File: src/rtl/arm_mem_pkg.sv
// Shared types and constants for the MEM-stage SRAM backing-store controller.
package arm_mem_pkg;

   typedef enum logic [2:0] {
      ST_IDLE,
      ST_RD_LO,
      ST_RD_HI,
      ST_WR_LO,
      ST_WR_HI,
      ST_DONE
   } sram_state_t;

   localparam logic [31:0] ADDR_BASE_DEF = 32'd1024;

   localparam logic HALF_LO = 1'b0;
   localparam logic HALF_HI = 1'b1;

endpackage

File: src/rtl/sram_phase_counter.sv
// Per-phase wait counter: counts 0..WAIT_CYCLES-1 while enabled and flags the
// final cycle so the FSM knows when to advance.
module sram_phase_counter #(
   parameter int WAIT_CYCLES = 2
) (
   input  logic clk,
   input  logic rst,
   input  logic clr,
   input  logic en,
   output logic last
);

   logic [3:0] cnt_q, cnt_d;

   assign last = (cnt_q == 4'(WAIT_CYCLES - 1));

   always_comb begin
      cnt_d = cnt_q;
      if (clr)
         cnt_d = '0;
      else if (en)
         cnt_d = last ? '0 : cnt_q + 4'd1;
   end

   always_ff @(posedge clk) begin
      if (!rst)
         cnt_q <= '0;
      else
         cnt_q <= cnt_d;
   end

endmodule

File: src/rtl/sram_controller.sv
// Splits one 32-bit load/store into two 16-bit async SRAM accesses, stalling the
// pipeline through ready until the DONE cycle.
module sram_controller
   import arm_mem_pkg::*;
#(
   parameter logic [31:0] ADDR_BASE   = ADDR_BASE_DEF,
   parameter int          SRAM_AW     = 18,
   parameter int          WAIT_CYCLES = 2
) (
   input  logic               clk,
   input  logic               rst,
   input  logic               MEM_R_EN,
   input  logic               MEM_W_EN,
   input  logic [31:0]        ALU_Res,
   input  logic [31:0]        VAL_Rm,
   output logic [31:0]        MEM_Res,
   output logic               ready,
   output logic [SRAM_AW-1:0] SRAM_ADDR,
   output logic [15:0]        SRAM_DQ_O,
   output logic               SRAM_DQ_OE,
   input  logic [15:0]        SRAM_DQ_I,
   output logic               SRAM_WE_N
);

   sram_state_t state_q, state_d;
   logic [15:0] lo_buf_q, lo_buf_d;
   logic [31:0] mem_res_q, mem_res_d;

   logic        acc, wr_st, hi_st, last;
   logic [31:0] addr_a;
   logic        unused_addr_bits;

   sram_phase_counter #(.WAIT_CYCLES(WAIT_CYCLES)) u_cnt (
      .clk  (clk),
      .rst  (rst),
      .clr  (!acc),
      .en   (acc),
      .last (last)
   );

   assign acc   = (state_q == ST_RD_LO) || (state_q == ST_RD_HI) ||
                  (state_q == ST_WR_LO) || (state_q == ST_WR_HI);
   assign wr_st = (state_q == ST_WR_LO) || (state_q == ST_WR_HI);
   assign hi_st = (state_q == ST_RD_HI) || (state_q == ST_WR_HI);

   // Byte address relative to the SRAM window; the byte lane bits are dropped.
   assign addr_a           = ALU_Res - ADDR_BASE;
   assign unused_addr_bits = ^{addr_a[31:SRAM_AW+1], addr_a[1:0]};

   assign SRAM_ADDR  = acc ? {addr_a[SRAM_AW:2], (hi_st ? HALF_HI : HALF_LO)} : '0;
   assign SRAM_DQ_OE = wr_st;
   assign SRAM_DQ_O  = wr_st ? (hi_st ? VAL_Rm[31:16] : VAL_Rm[15:0]) : 16'h0000;
   // Strobe released on the final cycle of each phase for address/data hold.
   assign SRAM_WE_N  = !(wr_st && !last);
   assign MEM_Res    = mem_res_q;

   assign ready = !(acc || ((state_q == ST_IDLE) && (MEM_R_EN || MEM_W_EN)));

   always_comb begin
      state_d   = state_q;
      lo_buf_d  = lo_buf_q;
      mem_res_d = mem_res_q;
      case (state_q)
         ST_IDLE: begin
            if (MEM_W_EN)
               state_d = ST_WR_LO;
            else if (MEM_R_EN)
               state_d = ST_RD_LO;
         end
         ST_RD_LO: begin
            if (last) begin
               lo_buf_d = SRAM_DQ_I;
               state_d  = ST_RD_HI;
            end
         end
         ST_RD_HI: begin
            if (last) begin
               mem_res_d = {SRAM_DQ_I, lo_buf_q};
               state_d   = ST_DONE;
            end
         end
         ST_WR_LO: if (last) state_d = ST_WR_HI;
         ST_WR_HI: if (last) state_d = ST_DONE;
         ST_DONE:  state_d = ST_IDLE;
         default:  state_d = ST_IDLE;
      endcase
   end

   always_ff @(posedge clk) begin
      if (!rst) begin
         state_q   <= ST_IDLE;
         lo_buf_q  <= '0;
         mem_res_q <= '0;
      end else begin
         state_q   <= state_d;
         lo_buf_q  <= lo_buf_d;
         mem_res_q <= mem_res_d;
      end
   end

endmodule
File: config.mk
export PLATFORM = sky130hd
export DESIGN_NAME = sram_controller
export DESIGN_NICKNAME = d
export VERILOG_FILES = /design/src/rtl/arm_mem_pkg.sv /design/src/rtl/sram_phase_counter.sv /design/src/rtl/sram_controller.sv
export SDC_FILE = /design/constraint.sdc
export NUM_CORES = 1
export LEC_CHECK = 0
export BUFFER_PORTS_ARGS = -buffer_cell sky130_fd_sc_hd__buf_2
export CAP_MARGIN = 20
export CORE_MARGIN = 4
export CORE_UTILIZATION = 44
export DETAILED_ROUTE_END_ITERATION = 10
export HOLD_SLACK_MARGIN = 0.1
export PLACE_DENSITY = 0.85
export REMOVE_ABC_BUFFERS = 1
export SLEW_MARGIN = 40
export SYNTH_ARGS = -nofsm -noshare
export SYNTH_HDL_FRONTEND = slang
export SYNTH_SLANG_ARGS = --single-unit
File: constraint.sdc
create_clock -name clk -period 1.85 [get_ports clk]
set_input_delay 0.185 -clock clk [delete_from_list [all_inputs] [get_ports clk]]
set_output_delay 0.185 -clock clk [all_outputs]
set_load 0.005 [all_outputs]
### Word level (Yosys, flattened, before mapping)

Index checks and enable logic that the tools add are counted.

* bits in registers: 55
* output and inout bits: 69

* $add $sub $neg: 2
* equality and inequality tests: 9
* multiplexer cells: 10
* bitwise logic cells: 2
* reduce and logical (&&, ||, !) cells: 18

Operators by type and width (number)
* 16-bit 2-to-1 mux: 2
* 19-bit by 11-bit subtractor with 19-bit output (second input constant): 1
* 18-bit 2-to-1 mux: 1
* 3-bit 2-to-1 mux: 5
* 3-bit case mux with 4 select lines: 1
* 1-bit logical OR: 7
* 3-bit by 2-bit == test with 1-bit output (second input constant): 2
* 4-bit by 1-bit adder with 4-bit output (second input constant): 1
* 4-bit by 1-bit == test with 1-bit output (second input constant): 1
* 2-bit != test (second input constant): 2
* 2-bit AND reduction: 2
* 4-bit AND reduction: 1
* 3-bit by 1-bit == test with 1-bit output (second input constant): 1
* 3-bit == test (second input constant): 1
* 1-bit zero test: 3
* 3-bit zero test: 1
* 3-bit != test (second input constant): 1
* 3-bit OR reduction: 1
* 1-bit logical AND: 2
* 2-bit by 1-bit != test with 1-bit output (second input constant): 1
* 1-bit inverter: 2
* 2-bit OR reduction: 1
* 1-bit 2-to-1 mux: 1

### Depth between registers and ports, before layout

Gate-level depths: netlist of the first run.

* depth after elaboration: 6
* mapped depth: 7

### Cells and area by module

Synthesis of the first run repeated with hierarchy kept, for this count alone.

* cells, all modules: 325
* area, all modules: 2587.5 um^2

Modules (own cells, without submodules)
* sram_controller: instances 1, cells an instance 306, area an instance 2421.1 um^2, seq. area each 1021.0 um^2
* sram_phase_counter: instances 1, cells an instance 19, area an instance 166.4 um^2, seq. area each 80.1 um^2

### Worst setup path after synthesis of the first run

No wires, ideal clock.

* kind: flip-flop to flip-flop
* start: reg u_cnt.cnt_q[0]
* end: reg lo_buf_q[10]
* setup time: 0.070 ns
* data arrival time: 1.484 ns
* data required time: 1.780 ns
* path slack: 0.295 ns
* cell stages (with the launch flop): 7
* clock period less this slack: 1.555 ns
* path through: dfxtp_1 -> ha_1 -> nor3b_1 -> buf_2 -> buf_2 -> nand3_1 -> a21oi_1

* cells in the longest elaborated chain, start to end: 2

Ends and longest elaborated chain
* start, declared: line sram_phase_counter.sv:13 `logic [3:0] cnt_q, cnt_d;`
* start signal, assigned: line sram_phase_counter.sv:29 `cnt_q <= cnt_d;`
* 4-bit by 1-bit == test with 1-bit output: line sram_phase_counter.sv:15 `assign last = (cnt_q == 4'(WAIT_CYCLES - 1));`
* 2-bit AND reduction (no source line)
* end signal, assigned: line sram_controller.sv:96 `lo_buf_q <= lo_buf_d;`
* end, declared: line sram_controller.sv:26 `logic [15:0] lo_buf_q, lo_buf_d;`

Every way passes these cells.
A chain may end at the register's enable or synchronous reset.

### Final worst setup path of the first run

* start: in ALU_Res[14]
* end: out SRAM_ADDR[17]

* cells in the longest elaborated chain, start to end: 2

Ends and longest elaborated chain
* start, declared: line sram_controller.sv:14 `input logic [31:0] ALU_Res,`
* 19-bit by 11-bit subtractor with 19-bit output: line sram_controller.sv:47 `assign addr_a = ALU_Res - ADDR_BASE;`
* 18-bit 2-to-1 mux: line sram_controller.sv:50 `assign SRAM_ADDR = acc ? {addr_a[SRAM_AW:2], (hi_st ? HALF_HI : HALF_LO)} : '0;`
* end, declared: line sram_controller.sv:18 `output logic [SRAM_AW-1:0] SRAM_ADDR,`

Every way passes these cells.

==> results.md, run 1 <==
* Outcome: complete, no violations
* Final min period at 1.80 ns
* Setup TNS Final at 0 ns
* DR pass1 iterations at 5
* Critical Path Source Type: primary input
* Share of post-route cells with drive strength above 1 at 0.412
* Type of the most critical hold path: in2reg
* Routed vias/inst at 5.57
* Clock Root Buffer: clkbuf_8
* Worst Max-Slew Pin Slew at 0.582 ns
* Grt total ovfl at 0
* Hold wc startpoint: SRAM_DQ_I[5]
* Cell variety after synth at 36
* DP Area at 3420 µm²
* Final hold violation count at 0
* Initial Util at 0.466
* Post-synth top area share at 0.419
* Worst-skew pair later-pin latency at 0.30 ns
* First-pass GRT wire length at roughly 13 mm
* Initial antenna violation count at 1
* CTS buffer count at 5
* Commonest cells post-synth: dfxtp_1 (55), o21ai_0 (53), a21oi_1 (51), nand3_1 (49), clkbuf_1 (24)
* Area grow syn2layout at 42.9%
* Max-cap violations at 0
* Filler instances at 480
* Count leader, synth: dfxtp_1
* Mux contribution to synthesized area at 0.00381
* Fmax at 554 MHz
* IO Count at 153
* Worst Hold End: MEM_Res[21]
* PD cells at 1150 nW/µm²
* Post-DP HPWL at 5.61 mm
* CP endpoint kind: output pin
* Clk pin slew, worst setup/hold paths at 0.10 ns
* Flops & latches, synth at 55
* Mapped cell area at roughly 2600 µm²
* Top post-synthesis cells by area: dfxtp_1 (42%), o21ai_0 (10%), a21oi_1 (9.7%), nand3_1 (9.3%), a22o_1 (5.3%)
* Row Count at 27
* Crit-path max FO at 6
* Largest family of logic cells by synthesized area: compound AO/OA/AOI/OAI gates
* Total Power at between 4 and 5 mW
* FFs w/ async S/R, synth at 0
* Antenna diode count at 0
* Maximum vdd drop at 576 µV
* Placed instance count at 522
* Buffers added on ports at approximately 140
* Chip width at between 80 and 90 µm
* Kind of critical path: in2out
* Max clock buf depth at 2
* DRC violations left at 0
* R2R setup slack at 0.14 ns
* Vias at a little over 3000
* DR WL/cell at between 15 and 20 µm
* Data arrival time of the worst path at 1.62 ns
* Global Route Usage Sum at 0.209
* Design Area, Final at 3760 µm²
* Leading area contributor after synthesis: dfxtp_1
* Simple-Gate Fraction of Synth Area at 0.214
* Finished Layout Cells at between 500 and 600
* Largest net degree at the start of global routing at 45
* Clk sinks at 55
* Post-synthesis xor/xnor area fraction at 0.0200
* Worst setup path startpoint: ALU_Res[14]
* Post-Syn Instances at about 330
* Synth Area in Adders at 0.0143
* Iteration-0 DRC Markers at 175
* H-tree Lvls at 2
* Die Y at 85.3 µm
* CP required at 1.66 ns
* Final setup vio count at 0
* R2R depth at 6
* RR Endpoint: state_q[0]
* Clock Skews at 0.00409 ns
* Post-DRT Antenna Nets at 0
* Total die area at ~7300 µm²
* Leak at 1.70 nW
* EDFF count, synth at 0
* TritonCTS clock tree: done
* Seq/Total Area, Yosys at 0.419
* Routability Congestion at 0.906
* Fin. max-slew vios at 0
* Synth Area per Inst at roughly 8 µm²
* Synth Area in Compound Gates at 0.270
* Ys flop type: dfxtp_1
* Final worst-path cycle share at 0.976
* DRT Wirelength at 8.40 mm
* Hold Crit Depth at 3
* Yosys warns at 0
* Nets at between 500 and 600
* Core area at 5640 µm²
* FF-to-FF Start: u_cnt.cnt_q[0]
* Vias in the first global route at 2746
* Slew Limit Headroom at 0.612
## sequential cells by signal, indices dropped and copies added (netlist names)
signal / count
MEM_Res: 32
lo_buf_q: 16
state_q: 3
u_cnt.cnt_q: 4
## critical path: stages
cell and delay [ns]:
buf_6 0.10, or4_4 0.56, or4_4 0.53, a21oi_2 0.12, buf_2 0.12
## power by group
group,switching [mW],total [mW],internal (mW)
clock network,0.390,0.835,0.446
registers,0.0836,1.38,1.29
logic,1.13,2.10,0.968
## metrics by stage
step / worst slack (ns) / util / hold WS (ns)
6_report: 0.0452 / 0.666 / 0.137
4_1_cts: 0.00374 / 0.632 / 0.132
2_1_floorplan: -2.00 / - / 0.303
3_5_place_dp: 0.0461 / 0.606 / 0.451
3_3_place_gp: 0.0641 / 0.606 / 0.445
5_1_grt: -0.00909 / 0.666 / 0.137
## how the worst max path moves through the flow
stage	endpoint	depth (start not counted)	slack, ns
finish	SRAM_ADDR[17]	5	0.05
global placement	SRAM_ADDR[17]	5	0.06
floorplan	state_q[0]	4	-2.00
global route	SRAM_DQ_O[7]	5	-0.009
CTS	SRAM_WE_N	6	0.004
detailed placement	SRAM_ADDR[17]	5	0.05
## kinds of logic (layout without fill, tap and decap cells)
family | Yosys count | after routing
flip-flops | 55 | 55
AND/OR/NAND/NOR | 100 | 100
adder cells (fa/ha/maj) | 3 | 3
AO/OA/AOI/OAI | 126 | 126
multiplexers | 1 | 1
buffers and inverters | 38 | 182
XOR/XNOR | 6 | 6
## cell type report
cell class | count | area (µm²) | area share
clock inverters | 2 | 38.8 | 0.0103
flip-flops and latches | 55 | 1110 | 0.297
repair buffers | 169 | 1020 | 0.270
multi-input cells | 236 | 1400 | 0.371
inverters | 5 | 18.8 | 0.00500
well taps | 72 | 90.1 | 0.0240
clock buffers | 6 | 82.6 | 0.0220
## metal layers
metal	GRT usage	vias up	wire length (µm)
li1	-	1492	-
met1	0.264	1424	3470
met2	0.369	110	4270
met3	0.0505	10	540
met4	0.0317	2	97
met5	0	-	14
## timing repair
item,4_1_cts,5_1_grt
pin swaps,0,3
hold buffers,0,0
cloned,0,3
endpoints found under the setup margin,28,21
setup buffers,0,12
hold endpoints to repair,0,0
resized for setup,9,11
## layout by cell type, fill, tap and decap left out, drive strengths merged, types with 6 or more instances in the layout
cell and count:
buf 166, dfxtp 55, o21ai 53, a21oi 52, nand3 49, a22o 16, nor2 13, clkbuf 9
and3 8, inv 6
Power figures use the tool's default switching activity.
==> inputs of run 2 (changes only) <==
Settings changed: CORE_UTILIZATION 44 to 43, PLACE_DENSITY 0.85 to 0.83, SYNTH_HIERARCHICAL from default to 1.
==> run 2 against run 1 <==
Net effect: die area up 0.65%; setup slack improved by 0.029 ns; cell area shrank 6.0%; cell count down 2.2%; highest routed layer is now met4.
==> results.md, run 2 <==
* Outcome: complete, no violations
* Post-Syn Instances at 325 (-1.2%)
* Routability Congestion at 0.763 (-16%)
* Max clock buf depth at 2 (unchanged)
* Post-route setup slack at 0.0744 ns (+0.0292 ns)
* Worst-skew pair later-pin latency at 0.30 ns (about the same)
* EDFF count, synth at 0 (unchanged)
* Final setup vio count at 0 (unchanged)
* CP endpoint kind: output pin
* Max-cap violations at 0 (unchanged)
* Number of flip-flops in the largest register at 32 (unchanged)
* Vias in the first global route at 2589 (-5.7%)
* Most common cell after layout, fill and taps aside: buf_2
* Count leader, synth: nand2_1
* Final min period at 1.78 ns (-0.0292 ns)
* CP bufs+invs at 2 (unchanged)
* Fin. max-slew vios at 0 (unchanged)
* First-pass GRT wire length at 11.4 mm (-11%)
* CTS buffer count at 5 (unchanged)
* Seq/Total Area, Yosys at 0.426 (+0.00668)
* Leak at 1.61 nW (-5.3%)
* TritonCTS clock tree: done
* Clock Skews at 0.0102 ns (+0.00608 ns)
* Hold_buf cts at 0 (unchanged)
* Area grow syn2layout at 36.4%
* Total die area at 7320 µm² (+0.65%)
* H-tree Lvls at 2 (unchanged)
* Largest net degree at the start of global routing at 30 (-33%)
* Global Route Usage Sum at 0.186 (-0.0239)
* Final worst-path cycle share at 0.960 (-0.0158)
* Worst path top cell family by delay: simple AND/OR/NAND/NOR gates
* RSZ-0062 raised after global routing: false
* Nets at 545 (-2.5%)
* Share of post-route cells with drive strength above 1 at 0.377 (-0.0348)
* Top post-synthesis cells by area: dfxtp_1 (43%), nand2_1 (15%), a21boi_0 (12%), a22o_1 (5.4%), and3_1 (2.2%)
* Fmax at 563 MHz (+1.6%)
* Final hold violation count at 0 (unchanged)
* Slew Limit Headroom at 0.733 (+0.121)
* Data arrival time of the worst path at 1.59 ns (-0.03 ns)
* Ys flop type: dfxtp_1
* Dpl ws at 0.0894 ns (+0.0433 ns)
* Routed vias/inst at 4.99 (-10%)
* Hold slack final at 0.115 ns (-0.0220 ns)
* Clk pin slew, worst setup/hold paths at 0.10 ns (about the same)
* CP Cell Sequence: buf_6 > or3_2 > and3_1 > buf_2
* Most frequent cells in the layout: buf_2 (137), nand2_1 (101), dfxtp_1 (54)
* Buffers added on ports at 137 (unchanged)
* Maximum vdd drop at 557 µV (-3.2%)
* DRC violations left at 0 (unchanged)
* Core area at 5680 µm² (+0.60%)
* Slowest-stage cell, CP: or3_2
* Initial antenna violation count at 0 (-1)
* Commonest cells post-synth: nand2_1 (102), dfxtp_1 (55), a21boi_0 (41), a22o_1 (16), clkbuf_1 (15)
* Critical Path Source Type: flop
* DR pass1 iterations at 4 (-1)
* Cell variety after synth at 36 (unchanged)
* DRT Wirelength at 6.95 mm (-17%)
* Leading area contributor after synthesis: dfxtp_1
* Kind of critical path: reg2out
* Yosys warns at 6 (+6)
* Mapped cell area at 2590 µm² (-1.6%)
* CP required at 1.66 ns (about the same)
* Iteration-0 DRC Markers at 90 (-49%)
* Type of the most critical hold path: in2reg
* DP Area at 3390 µm² (-0.99%)
* IO Count at 153 (unchanged)
* PD cells at 773 nW/µm² (-33%)
* Vias at 2661 (-12%)
* Row Count at 27 (unchanged)
* Post-CTS Setup Repair Bufs at 0 (unchanged)
* FFs w/ async S/R, synth at 0 (unchanged)
* Post-DRT Antenna Nets at 0 (unchanged)
* DR WL/cell at 13.0 µm (-15%)
* Design Area, Final at 3530 µm² (-6.0%)
* Die Y at 85.6 µm (+0.32%)
* Post-synth top area share at 0.426 (+0.00668)
* Antenna diode count at 0 (unchanged)
* Flops & latches, synth at 55 (unchanged)
* Grt total ovfl at 0 (unchanged)
* Crit-path max FO at 14 (+8)
* Initial Util at 0.456 (-0.0100)
* Synth Area per Inst at 7.96 µm² (-0.36%)
* CP peak stage delay at 0.50 ns (-0.06 ns)
* Chip width at 85.6 µm (+0.32%)
* Clk sinks at 55 (unchanged)
* Post-DP HPWL at 5.29 mm (-5.6%)
* Clock Root Buffer: clkbuf_8
* Worst Max-Slew Pin Slew at 0.400 ns (-0.182 ns)
run 2: cell types whose count changed in the layout (fill, tap and decap cells not counted), moves of 3 or more:
cell and delta:
a21oi_1 -42, nand3_1 -48, dfxtp_4 -3, dfxtp_1 +4, a21boi_0 +41, xnor2_1 -3
nand2_1 +97, o21ai_0 -46, a21boi_1 +7, clkbuf_16 -3, buf_4 -14
run 2: final timing paths:
| kind | depth (start not counted) | slack [ns] | startpoint | end |
|---|---|---|---|---|
| min | 3 | 0.12 | SRAM_DQ_I[2] | MEM_Res[18] |
| min reg2reg | 2 | 0.46 | MEM_Res[18] | MEM_Res[18] |
| max reg2reg | 6 | 0.15 | u_cnt/cnt_q[1] | MEM_Res[10] |
| max | 4 | 0.07 | state_q[1] | SRAM_ADDR[3] |
run 2: final cells by class:
| class | instances | area (µm²) |
|---|---|---|
| multi-input combinational | 241 | 1390 |
| inverter | 4 | 15.0 |
| tap | 72 | 90.1 |
| clock inverter | 3 | 43.8 |
| fill | 530 | 2150 |
| timing repair buffer | 153 | 817 |
| sequential | 55 | 1100 |
| clock buffer | 5 | 68.8 |
run 2: timing repair:
action,in CTS,in global routing
endpoints found under the setup margin,27,28
resized for setup,2,6
pin swaps,0,2
gates cloned,0,1
run 2: report_power, final:
part           switching, mW  total [mW]  internal [mW]
Sequential            0.0332        1.26           1.23
Clock                  0.377       0.781          0.403
Combinational          0.337       0.686          0.349
Total                  0.748        2.73           1.98
run 2: layer usage:
metal | vias up | routed length, µm | part of all wire | GRT usage
met5 | - | 0 | 0 | 0
met4 | 0 | 19 | 0.0027 | 0.0302
met3 | 2 | 615 | 0.089 | 0.0519
met2 | 87 | 3520 | 0.51 | 0.362
met1 | 1203 | 2790 | 0.40 | 0.200
li1 | 1369 | - | - | -
run 2: logic make-up (layout without fill, tap and decap cells):
family,count (synthesis),count (layout),synth area share
buf+inv,30,165,0.0488
fa+ha+maj,1,1,0.00483
compound gates,85,85,0.239
xor+xnor,4,4,0.0135
flops,55,55,0.426
simple gates,150,151,0.268
run 2: worst reg2reg max path: cells and delay by family, from the launching register on:
family	cells	cell delay [ns]
simple gates	3	0.65
flops	1	0.36
compound gates	1	0.16
buf+inv	2	0.45
run 2: per-stage QoR:
step / util / cells / total power [mW] / setup TNS, ns
4_1_cts: 0.618 / 532 / 2.75 / 0
5_1_grt: 0.622 / 533 / 2.89 / 0
3_5_place_dp: 0.597 / 524 / 1.94 / 0
6_report: 0.622 / 533 / 2.73 / 0
2_1_floorplan: - / 299 / 1.60 / -32.17
3_3_place_gp: 0.597 / 524 / 1.93 / 0
==> inputs of run 3 (changes only) <==
Settings changed: ABC_AREA from default to 1, CORE_UTILIZATION 43 to 44, PLACE_DENSITY 0.83 to 0.84.
==> run 3 against run 2 <==
Net effect: global-route usage is 0.26 points lower; register-to-register slack gained 0.04 ns; die area grew 0.39%; non-clock buffer count fell by 12; count of clock-buffer cells in the layout unchanged; synthesized cell count is 18% higher; combinational power is 140% higher; highest routed layer unchanged.
==> results.md, run 3 <==
* Outcome: complete, no violations
* Row Count at 28 (+3.7%)
* CP Cell Sequence: inv_2 > nor2_4 > nand2_4 > nand2_8 > inv_6 > nor2_1 > nor2_1 > buf_2
* Nets at 601 (+10%)
* Clk pwr share at 0.197 (-0.089)
* Most frequent cells in the layout: nor2_1 (151), buf_2 (137), o21ai_0 (64)
* Global Route Usage Sum at 0.183 (-0.00257)
* Clk sinks at 55 (unchanged)
* Top post-synthesis cells by area: dfxtp_1 (41%), nor2_1 (21%), o21ai_0 (12%), buf_6 (4.2%), inv_1 (2.8%)
* Final worst-path cycle share at 0.938 (-0.0213)
* Synth Area per Inst at 6.91 µm² (-13%)
* Clock Skews at 0.00824 ns (-0.00193 ns)
* Switching Fraction at 0.389 (+0.115)
* Yosys warns at 6 (unchanged)
* Fmax at 576 MHz (+2.3%)
* Routability Congestion at 0.862 (+13%)
* DP Area at 3330 µm² (-1.6%)
* GRT Max-Usage Layer: met2
* Antenna diode count at 0 (unchanged)
* Cell variety after synth at 24 (-33%)
* Maximum vdd drop at 641 µV (+15%)
* Post-DRT Antenna Nets at 0 (unchanged)
* Type of the most critical hold path: in2reg
* FFs w/ async S/R, synth at 0 (unchanged)
* Clk pin slew, worst setup/hold paths at 0.09 ns (about the same)
* Data arrival time of the worst path at 1.55 ns (-0.04 ns)
* Iteration-0 DRC Markers at 96 (+6.7%)
* Number of flip-flops in the largest register at 32 (unchanged)
* Share of post-route cells with drive strength above 1 at 0.360 (-0.0170)
* Combinational power share at 0.431 (+0.180)
* DR WL/cell at 11.8 µm (-9.9%)
* Buffers added on ports at 137 (unchanged)
* Chip width at 85.7 µm (+0.19%)
* Die Y at 85.7 µm (+0.19%)
* Initial antenna violation count at 0 (unchanged)
* Slowest-stage cell, CP: dfxtp_2
* Post-Syn Instances at 385 (+18%)
* EDFF count, synth at 0 (unchanged)
* Ys flop type: dfxtp_1
* Worst Max-Slew Pin Slew at 0.385 ns (-0.0152 ns)
* Clock Root Buffer: clkbuf_8
* GRT met1 Usage at 0.224 (+0.0239)
* PD cells at 1110 nW/µm² (+43%)
* Routed vias/inst at 4.77 (-4.5%)
* Post-synth top area share at 0.414 (-0.0114)
* Post-DP HPWL at 5.16 mm (-2.4%)
* Met2 usage at 0.325 (-0.0367)
* Vias at 2818 (+5.9%)
* CP required at 1.66 ns (about the same)
* Leading area contributor after synthesis: dfxtp_1
* Seq/Total Area, Yosys at 0.414 (-0.0114)
* Max clock buf depth at 2 (unchanged)
* Final min period at 1.74 ns (-0.0395 ns)
* Worst-skew pair later-pin latency at 0.30 ns (about the same)
* TritonCTS clock tree: done
* Final hold violation count at 0 (unchanged)
* Hold_buf cts at 0 (unchanged)
* Leak at 1.96 nW (+21%)
* Post-Route Utilization at 0.594 (-0.0284)
* DRT Wirelength at 6.95 mm (about the same)
* Critical Path Most Common Cell: nor2_1
* CP endpoint kind: output pin
* Setup TNS Final at 0 ns (unchanged)
* CTS buffer count at 5 (unchanged)
* Mapped cell area at 2660 µm² (+2.8%)
* Largest net degree at the start of global routing at 33 (+10%)
* Slew Limit Headroom at 0.743 (+0.0102)
* CP peak stage delay at 0.36 ns (-0.14 ns)
* H-tree Lvls at 2 (unchanged)
* DRC violations left at 0 (unchanged)
* Total Power at 3.86 mW (+42%)
* Kind of critical path: reg2out
* Initial Util at 0.452 (-0.00417)
* Critical Path Source Type: flop
* Fin. max-slew vios at 0 (unchanged)
* Flop pwr share at 0.371 (-0.091)
* Vias in the first global route at 2529 (-2.3%)
* R2R depth at 7 (+1)
* Cell internal pwr at 2.36 mW (+19%)
* Hold Crit Depth at 3 (unchanged)
* Switch Pwr at 1.50 mW (+100%)
* Total die area at 7350 µm² (+0.39%)
* Design Area, Final at 3490 µm² (-1.0%)
* Grt total ovfl at 0 (unchanged)
* Met3 GRT Util at 0.0471 (-0.00480)
* Crit-path max FO at 18 (+4)
* DR pass1 iterations at 4 (unchanged)
* Core area at 5890 µm² (+3.7%)
* Final setup vio count at 0 (unchanged)
* First-pass GRT wire length at 11.3 mm (-1.2%)
* IO Count at 153 (unchanged)
* Area grow syn2layout at 31.4%
* Most common cell after layout, fill and taps aside: nor2_1
* Commonest cells post-synth: nor2_1 (151), o21ai_0 (64), dfxtp_1 (55), inv_1 (20), nand2_1 (18)
* Count leader, synth: nor2_1
* Max-cap violations at 0 (unchanged)
* Flops & latches, synth at 55 (unchanged)
* RSZ-0062 raised after global routing: false
## run 3: changes by cell type after synthesis, moves of 11 or more
| cell | previous run | this run |
|---|---|---|
| a21boi_0 | 41 | 0 |
| nand2_1 | 102 | 18 |
| clkbuf_1 | 15 | 4 |
| nor2_2 | 0 | 11 |
| inv_1 | 4 | 20 |
| o21ai_0 | 6 | 64 |
| nor2_1 | 11 | 151 |
| a22o_1 | 16 | 0 |
## run 3: critical path, delay by kind of cell, from the launching register on
kind | cells | cell delay, ns
buf+inv | 3 | 0.39
simple gates | 5 | 0.49
flops | 1 | 0.36
## run 3: cell type report
class                      count  area, µm²
inverter                      28        115
sequential                    55       1100
clock inverter                 2       37.5
multi-input combinational    285       1350
timing repair buffer         141        728
clock buffer                   5       68.8
tap                           75       93.8
fill                         542       2390
## run 3: metrics by stage
step / cells / hold slack (ns) / worst slack [ns]
3_3_place_gp: 584 / 0.428 / 0.205
6_report: 591 / 0.123 / 0.114
3_5_place_dp: 584 / 0.433 / 0.150
5_1_grt: 591 / 0.117 / 0.0126
4_1_cts: 591 / 0.111 / 0.0288
2_1_floorplan: 368 / 0.305 / 0.263
## run 3: timing repair
item | 4_1_cts | 5_1_grt
gates resized for setup | 2 | 11
pin swaps | 0 | 1
cloned | 0 | 0
setup buffers | 0 | 0
endpoints found under the setup margin | 16 | 32
## run 3: cells by family (layout without fill, tap and decap cells)
| logic type | count (synthesis) | count (layout) | share of synthesized area |
|---|---|---|---|
| and+or+nand+nor | 204 | 204 | 0.329 |
| AOI/OAI and AO/OA | 77 | 77 | 0.145 |
| DFF | 55 | 55 | 0.414 |
| buffers and inverters | 45 | 176 | 0.0969 |
| xor gates and xnor gates | 3 | 3 | 0.00988 |
| adders and majority gates | 1 | 1 | 0.00471 |
## run 3: final timing paths
check | start | end | slack [ns]
setup reg to reg | u_cnt/cnt_q[2] | lo_buf_q[10] | 0.19
hold / removal | SRAM_DQ_I[5] | lo_buf_q[5] | 0.12
setup / recovery | state_q[1] | SRAM_DQ_O[7] | 0.11
hold reg to reg | lo_buf_q[7] | MEM_Res[7] | 0.49
## run 3: metal layers
layer / vias up / share of wire
met5: - / 0
met4: 0 / 0.0020
met3: 2 / 0.10
met2: 107 / 0.47
met1: 1244 / 0.43
li1: 1465 / -
## run 3: power groups by stage
stage	clock network (mW)	registers [mW]	logic (mW)
finish	0.763	1.43	1.67
CTS	0.793	1.41	1.61
floorplan	0	1.43	0.947
global route	0.842	1.45	1.90
global placement	0	1.43	1.56
detailed placement	0	1.44	1.59
